### src/rtl/delay_sequencer.sv
// Programmable delay sequencer: turns a conditioned external trigger into up to N_CH
// gated outputs per frame, with shadowed settings that only switch on frame boundaries.
module delay_sequencer #(
    parameter int CNT_W = 16,
    parameter int N_CH  = 4
) (
    input  logic             clk,
    input  logic             rst,
    input  logic             pulse,
    input  logic             cfg_we,
    input  logic [2:0]       cfg_addr,
    input  logic [31:0]      cfg_wdata,
    input  logic             arm,
    input  logic             abort,
    output logic [N_CH-1:0]  ch_out,
    output logic             busy,
    output logic             frame_done,
    output logic             seq_done,
    output logic             missed,
    output logic [CNT_W-1:0] frame_cnt,
    output logic [1:0]       dbg_state
);

    // cfg_we, arm and abort are one-cycle strobes sampled on the rising edge; there is
    // no back-pressure, so each strobe is either acted on or dropped in the cycle it is seen.

    typedef enum logic [1:0] {
        ST_IDLE  = 2'd0,
        ST_ARMED = 2'd1,
        ST_RUN   = 2'd2
    } state_t;

    localparam logic [2:0]       CTRL_ADDR = 3'd4;
    localparam logic [CNT_W-1:0] ONE       = CNT_W'(1);

    state_t             r_state;
    logic [CNT_W-1:0]   r_cnt;
    logic [N_CH-1:0]    r_ch_out;
    logic               r_frame_done;
    logic               r_seq_done;
    logic               r_missed;
    logic [CNT_W-1:0]   r_frame_cnt;

    logic               r_s1;
    logic               r_s2;
    logic               r_s3;

    logic [CNT_W-1:0]   r_sh_start [N_CH];
    logic [CNT_W-1:0]   r_sh_width [N_CH];
    logic [CNT_W-1:0]   r_sh_period;
    logic [CNT_W-1:0]   r_sh_burst;

    logic [CNT_W-1:0]   r_start [N_CH];
    logic [CNT_W-1:0]   r_width [N_CH];
    logic [CNT_W-1:0]   r_period;
    logic [CNT_W-1:0]   r_burst;

    logic               w_trig;
    logic [CNT_W-1:0]   w_last;
    logic               w_frame_end;
    logic [CNT_W-1:0]   w_fc_next;
    logic               w_burst_hit;
    logic               w_load;
    logic [N_CH-1:0]    w_win;

    always_ff @(posedge clk or posedge rst) begin
        if (rst) begin
            r_s1 <= 1'b0;
            r_s2 <= 1'b0;
            r_s3 <= 1'b0;
        end else begin
            r_s1 <= pulse;
            r_s2 <= r_s1;
            r_s3 <= r_s2;
        end
    end

    // Rising edge only: a level held high yields a single trigger.
    assign w_trig = r_s2 & ~r_s3;

    always_ff @(posedge clk or posedge rst) begin
        if (rst) begin
            for (int k = 0; k < N_CH; k++) begin
                r_sh_start[k] <= '0;
                r_sh_width[k] <= '0;
            end
            r_sh_period <= '0;
            r_sh_burst  <= '0;
        end else if (cfg_we) begin
            for (int k = 0; k < N_CH; k++) begin
                if (cfg_addr == 3'(k)) begin
                    r_sh_start[k] <= cfg_wdata[CNT_W-1:0];
                    r_sh_width[k] <= cfg_wdata[16 +: CNT_W];
                end
            end
            if (cfg_addr == CTRL_ADDR) begin
                r_sh_period <= cfg_wdata[CNT_W-1:0];
                r_sh_burst  <= cfg_wdata[16 +: CNT_W];
            end
        end
    end

    // A period of zero stands for the full 2^CNT_W-cycle frame.
    assign w_last      = (r_period == '0) ? '1 : (r_period - ONE);
    assign w_frame_end = (r_cnt == w_last);
    assign w_fc_next   = (r_frame_cnt == '1) ? r_frame_cnt : (r_frame_cnt + ONE);
    assign w_burst_hit = (r_burst != '0) && (w_fc_next == r_burst);

    assign w_load = ~abort &&
                    (((r_state == ST_IDLE) && arm) ||
                     ((r_state == ST_RUN) && w_frame_end));

    // Window end is formed one bit wider so start+width never wraps.
    always_comb begin
        w_win = '0;
        for (int k = 0; k < N_CH; k++) begin
            w_win[k] = ({1'b0, r_cnt} >= {1'b0, r_start[k]}) &&
                       ({1'b0, r_cnt} < ({1'b0, r_start[k]} + {1'b0, r_width[k]}));
        end
    end

    always_ff @(posedge clk or posedge rst) begin
        if (rst) begin
            for (int k = 0; k < N_CH; k++) begin
                r_start[k] <= '0;
                r_width[k] <= '0;
            end
            r_period <= '0;
            r_burst  <= '0;
        end else if (w_load) begin
            for (int k = 0; k < N_CH; k++) begin
                r_start[k] <= r_sh_start[k];
                r_width[k] <= r_sh_width[k];
            end
            r_period <= r_sh_period;
            r_burst  <= r_sh_burst;
        end
    end

    always_ff @(posedge clk or posedge rst) begin
        if (rst) begin
            r_state      <= ST_IDLE;
            r_cnt        <= '0;
            r_ch_out     <= '0;
            r_frame_done <= 1'b0;
            r_seq_done   <= 1'b0;
            r_missed     <= 1'b0;
            r_frame_cnt  <= '0;
        end else begin
            r_frame_done <= 1'b0;
            r_seq_done   <= 1'b0;
            r_ch_out     <= '0;
            if (abort) begin
                r_state <= ST_IDLE;
            end else begin
                case (r_state)
                    ST_IDLE: begin
                        if (arm) begin
                            r_state     <= ST_ARMED;
                            r_missed    <= 1'b0;
                            r_frame_cnt <= '0;
                        end
                    end
                    ST_ARMED: begin
                        if (w_trig) begin
                            r_state <= ST_RUN;
                            r_cnt   <= '0;
                        end
                    end
                    ST_RUN: begin
                        if (w_trig) begin
                            r_missed <= 1'b1;
                        end
                        // The frame leaves RUN on its last count, so outputs drop here.
                        if (w_frame_end) begin
                            r_frame_done <= 1'b1;
                            r_frame_cnt  <= w_fc_next;
                            if (w_burst_hit) begin
                                r_seq_done <= 1'b1;
                                r_state    <= ST_IDLE;
                            end else begin
                                r_state <= ST_ARMED;
                            end
                        end else begin
                            r_cnt    <= r_cnt + ONE;
                            r_ch_out <= w_win;
                        end
                    end
                    default: r_state <= ST_IDLE;
                endcase
            end
        end
    end

    assign ch_out     = r_ch_out;
    assign busy       = (r_state != ST_IDLE);
    assign frame_done = r_frame_done;
    assign seq_done   = r_seq_done;
    assign missed     = r_missed;
    assign frame_cnt  = r_frame_cnt;
    assign dbg_state  = r_state;

endmodule
### config.mk
export PLATFORM = sky130hd
export DESIGN_NAME = delay_sequencer
export DESIGN_NICKNAME = d
export VERILOG_FILES = /design/src/rtl/delay_sequencer.sv
export SDC_FILE = /design/constraint.sdc
export NUM_CORES = 1
export LEC_CHECK = 0
export CELL_PAD_IN_SITES_DETAIL_PLACEMENT = 2
export CELL_PAD_IN_SITES_GLOBAL_PLACEMENT = 2
export CORE_UTILIZATION = 46
export DETAILED_ROUTE_END_ITERATION = 16
export HOLD_SLACK_MARGIN = 0.15
export PLACE_DENSITY = 0.86
export SYNTH_ARGS = -nofsm -noshare
export SYNTH_HDL_FRONTEND = slang
export SYNTH_SLANG_ARGS = --single-unit
### constraint.sdc
create_clock -name clk -period 33.9 [get_ports clk]
set_input_delay 3.39 -clock clk [delete_from_list [all_inputs] [get_ports clk]]
set_output_delay 3.39 -clock clk [all_outputs]
set_load 0.02 [all_outputs]
* Yosys cells after proc, flatten, opt, wreduce, memory -nomap -nowiden
Cells that the tools add are included.
Cells by class: reduce and logical (&&, ||, !) cells 25, add/subtract/negate cells 7, equal/unequal tests 17, bitwise logic cells 3, magnitude comparators 8, muxes and demuxes 27
Operator list (number):
- 2-to-1 mux 16 bit | 6
- adder 16 x 16 -> 17 bit | 4
- less-than comparator 16 x 17 -> 1 bit | 4
- greater-or-equal comparator 16 bit | 4
- case mux 16 bit (2 select lines) | 2
- adder 16 x 1 -> 16 bit, second input constant | 2
- equality test 16 bit | 2
- equality test 16 bit, second input constant | 1
- zero test 16 bit | 1
- nonzero test 16 bit | 1
- subtractor 16 x 1 -> 16 bit, second input constant | 1
- 2-to-1 mux 4 bit | 3
- AND reduction 4 bit | 3
- 2-to-1 mux 1 bit | 10
- inequality test 2 bit, second input constant | 5
- AND reduction 2 bit | 5
- inequality test 3 bit, second input constant | 3
- logical AND 1 bit | 8
- 2-to-1 mux 2 bit | 4
- equality test 3 x 2 -> 1 bit, second input constant | 2
- case mux 2 bit (3 select lines) | 1
- nonzero test 2 bit | 3
- equality test 3 x 1 -> 1 bit, second input constant | 1
- equality test 3 bit, second input constant | 1
- other kinds (9) | 10
Storage, ports and cells: word-level logic and storage cells 117, bits in registers 364, output and inout port bits 26

* Longest topological paths before layout
depth after elaboration 8, depth in mapped cells 17

* Worst setup path after synthesis
OpenSTA, ideal clock, no wires.
kind in2reg, start point input port abort, end point register r_burst[10], slack 28.986 ns, stages on the path 7, required time 33.775 ns, arrival 4.790 ns, path through clkbuf_1 -> nor2_1 -> clkbuf_1 -> a21oi_1 -> buf_2 -> buf_2 -> mux2_2
Between the ends: word-level cells in the longest chain between the ends 2
RTL lines:
- start: declaration | line 14 | input logic abort,
- NOT 1 bit (no line)
- logical AND 1 bit | line 109 | assign w_load = ~abort &&
- end signal: assignment | line 136 | r_burst <= r_sh_burst;
- end: declaration | line 56 | logic [CNT_W-1:0] r_burst;
No other way between the ends. A chain may end at the register's enable or synchronous reset.

==> results.py <==
metrics = {
    "outcome": {
        "status": "complete, no violations",
    },
    "detailed_routing": {
        "top_layer": "met4",
        "avgRoutedWirePerCell_um": 32.3,
        "drc_errors": 0,
        "drt_pass1_iterations": 6,
        "first_iter_violations": 948,
        "ant_nets": 0,
        "vias": 16200,
        "vias_per_cell": 6.40,
        "wl_met1_um": 32300,
        "routed_wl_um": 81700,
        "wl_met3_um": 3510,
        "wl_met2_um": 41200,
    },
    "timing": {
        "hold_viol": 0,
        "fmax_ghz": 0.177,
        "setup_ws_ps": 28240,
        "slew_viol_final": 0,
        "skew_ps": 24.9,
        "relSlewSlack_pct": 24.7,
        "rsz0062_at_grt": "false",
        "finalCriticalPeriod_ps": 5660,
        "tns_ps": 0,
        "worst_slew_pin_slew_ps": 1130,
        "finalSetupViolations": 0,
        "timing.final.crit_share_pct": 16.7,
    },
    "place": {
        "dp_hpwl_um": 51000,
        "portBuffers": 66,
        "dp_slack_ps": 27600,
        "place.gp.congestion": 0.888,
    },
    "clocking": {
        "cts_setup_buffers": 0,
        "path_clk_slew_ps": 60,
        "clock-root-buffer": "clkbuf_16",
        "cts.sinks": 364,
        "numCtsBuffers": 43,
        "cts_hold_buffers": 0,
        "cts_tree": "yes",
        "post_cts_resized": 0,
        "clk_latency_ps": 590,
        "clock_path_buffers": 3,
        "htree_levels": 2,
    },
    "worst_setup_path": {
        "crit_arrival_ps": 6260,
        "path_class": "in -> async",
        "rrSetupSlack_ps": 28360,
        "rr_endpoint": "ch_out[3]$_DFF_PP0_",
        "crit_chain": "clkdlybuf4s50_1, inv_8, buf_4, buf_4",
        "crit_family": "buffers and inverters",
        "reg2reg_depth": 17,
        "critPathLaunchType": "input port",
        "worstSetupEndpointType": "asynchronous set/reset pin",
        "crit_slowest_cell": "buf_4",
        "regToRegStartpoint": "r_start[0]$_DFFE_PP0P_",
        "critical_path_required_ps": 34490,
        "critical_path_cell_count": 4,
        "setup.worst_path.end": "r_sh_width[15]$_DFFE_PP0P_",
        "max_stage_delay_ps": 830,
        "critPathBufInv": 4,
        "crit_path_frequent_cell": "buf_4",
        "startpoint": "rst",
        "worstPathMaxFanout": 104,
    },
    "power": {
        "p_leak_uw": 0.0109,
        "p_per_area_nw_per_um2": 88.0,
        "ir_drop_v": 0.0000472,
    },
    "cells_and_area": {
        "final_common_cell": "dfrtp_1",
        "multi_input_area_um2": 11100,
        "syn_to_final_growth_pct": 13.2,
        "fillers": 4328,
        "seq_area_um2": 9110,
        "most-common-layout-cells": "dfrtp_1, mux2_2, ha_1, inv_1, nand2_1",
        "layout-drive-gt1-share_pct": 18.8,
        "nets": 2145,
        "diodes": 0,
    },
    "synth": {
        "ys_seq_area_share_pct": 43.7,
        "synth_edf_count": 0,
        "syn_area_um2": 20900,
        "netlist_instances": 1842,
        "yosysWarnings": 0,
        "ys.flop_type": "dfrtp_1",
        "async_flop_share_pct": 100,
        "synth_nets": 2078,
        "synth.avg_cell_area_um2": 11.3,
        "ys_types": 72,
        "synth_seq_cells": 364,
    },
    "floorplan": {
        "io_pins": 67,
        "initial_core_util_pct": 46.9,
        "die_height_um": 215,
        "die_w_um": 215,
        "dieArea_um2": 46200,
        "row_count": 77,
        "core_um2": 44500,
    },
    "grt": {
        "grt_pass1_vias": 19000,
        "antenna_found_initial": 3,
        "grt_overflow_total": 0,
        "grt_pass1_wl_um": 125000,
        "grt_start_max_net_pins": 165,
        "track_usage_pct": 35.9,
    },
    "worst_hold_path": {
        "min_path_type": "reg -> reg",
    },
    "flow_run": {
        "maxCapViolCount": 0,
    },
}
metrics by stage:
step	utilization (%)	hold WS, ps	instance area (um^2)	power, uW	std cells
6_report	53.1	351	23600	2080	2532
5_1_grt	53.1	354	23600	2160	2532
4_1_cts	53.1	353	23600	2070	2532
3_5_place_dp	49.8	340	22200	1480	2456
3_3_place_gp	49.8	334	22200	1360	2456
2_1_floorplan	-	331	20900	1200	1842
registers in the layout, summed over array words and instances, names as in the netlist, 2 cells and up:
register / cells
r_sh_burst: 16
dbg_state: 2
r_width: 64
r_burst: 16
r_sh_width: 64
frame_cnt: 16
r_sh_start: 64
ch_out: 4
r_sh_period: 16
r_cnt: 16
r_start: 64
r_period: 16
layer usage:
layer | global-route usage [%] | vias to the layer above
met1 | 42.0 | 8570
li1 | - | 6844
met4 | 20.5 | 0
met2 | 62.6 | 520
met5 | 0 | -
met3 | 5.46 | 274
power breakdown:
part | leakage (uW) | total, uW | switching, uW | internal (uW)
Clock | 0.000697 | 490 | 203 | 288
Sequential | 0.00446 | 686 | 134 | 552
Combinational | 0.00569 | 903 | 526 | 377
how the worst min path moves through the flow:
stage	start	depth (start not counted)	slack [ps]	to
6_report	r_s1$_DFF_PP0_	0	350	r_s2$_DFF_PP0_
2_1_floorplan	r_s1$_DFF_PP0_	0	330	r_s2$_DFF_PP0_
5_1_grt	r_s1$_DFF_PP0_	0	350	r_s2$_DFF_PP0_
4_1_cts	r_s1$_DFF_PP0_	0	350	r_s2$_DFF_PP0_
3_3_place_gp	r_s1$_DFF_PP0_	0	330	r_s2$_DFF_PP0_
3_5_place_dp	r_s1$_DFF_PP0_	0	340	r_s2$_DFF_PP0_
layout make-up:
cell class / instances / area share (%)
multi-input cells: 1313 / 47.2
flip-flops and latches: 364 / 38.6
clock buffers: 69 / 5.57
repair buffers: 82 / 3.36
well taps: 592 / 3.14
inverters: 105 / 1.70
clock inverters: 7 / 0.493
logic make-up (layout without fill, tap and decap cells):
logic type / Yosys count / after routing / synth area share [%]
DFF: 364 / 364 / 43.7
AOI/OAI and AO/OA: 320 / 320 / 10.5
and+or+nand+nor: 380 / 380 / 9.30
muxes: 335 / 335 / 18.0
buffers and inverters: 165 / 263 / 3.11
adders and majority gates: 195 / 195 / 11.8
xor gates and xnor gates: 83 / 83 / 3.56
synth_stat cells (all sizes together) (5+ instances only):
| cell type | instances | area (um^2) |
|---|---|---|
| dfrtp | 364 | 9110 |
| mux2 | 322 | 3630 |
| ha | 191 | 2390 |
| inv | 105 | 394 |
| nand2 | 89 | 334 |
| a21oi | 77 | 385 |
| nor2 | 67 | 251 |
| a21o | 51 | 383 |
| o21ai | 46 | 230 |
| nand3 | 42 | 210 |
| xnor2 | 42 | 368 |
| nor3 | 40 | 200 |
| xor2 | 40 | 350 |
| buf | 32 | 150 |
| clkbuf | 28 | 105 |
| nand2b | 26 | 163 |
| nand4 | 24 | 150 |
| nor4 | 18 | 128 |
| a31oi | 15 | 93.8 |
| and3 | 15 | 93.8 |
| a211oi | 13 | 97.6 |
| mux2i | 13 | 130 |
| o31ai | 13 | 97.6 |
| or3 | 13 | 81.3 |
| o21a | 12 | 90.1 |
| a2111oi | 10 | 87.6 |
| nor2b | 10 | 62.6 |
| o21bai | 7 | 52.6 |
| o41ai | 7 | 61.3 |
| or2 | 7 | 43.8 |
| a32oi | 6 | 52.6 |
| and2 | 6 | 37.5 |
| o2111ai | 6 | 52.6 |
| o211ai | 6 | 45.0 |
| or4 | 6 | 45.0 |
| a21boi | 5 | 37.5 |
| a31o | 5 | 43.8 |
| nor3b | 5 | 37.5 |
(Power assumes the default switching activity.)
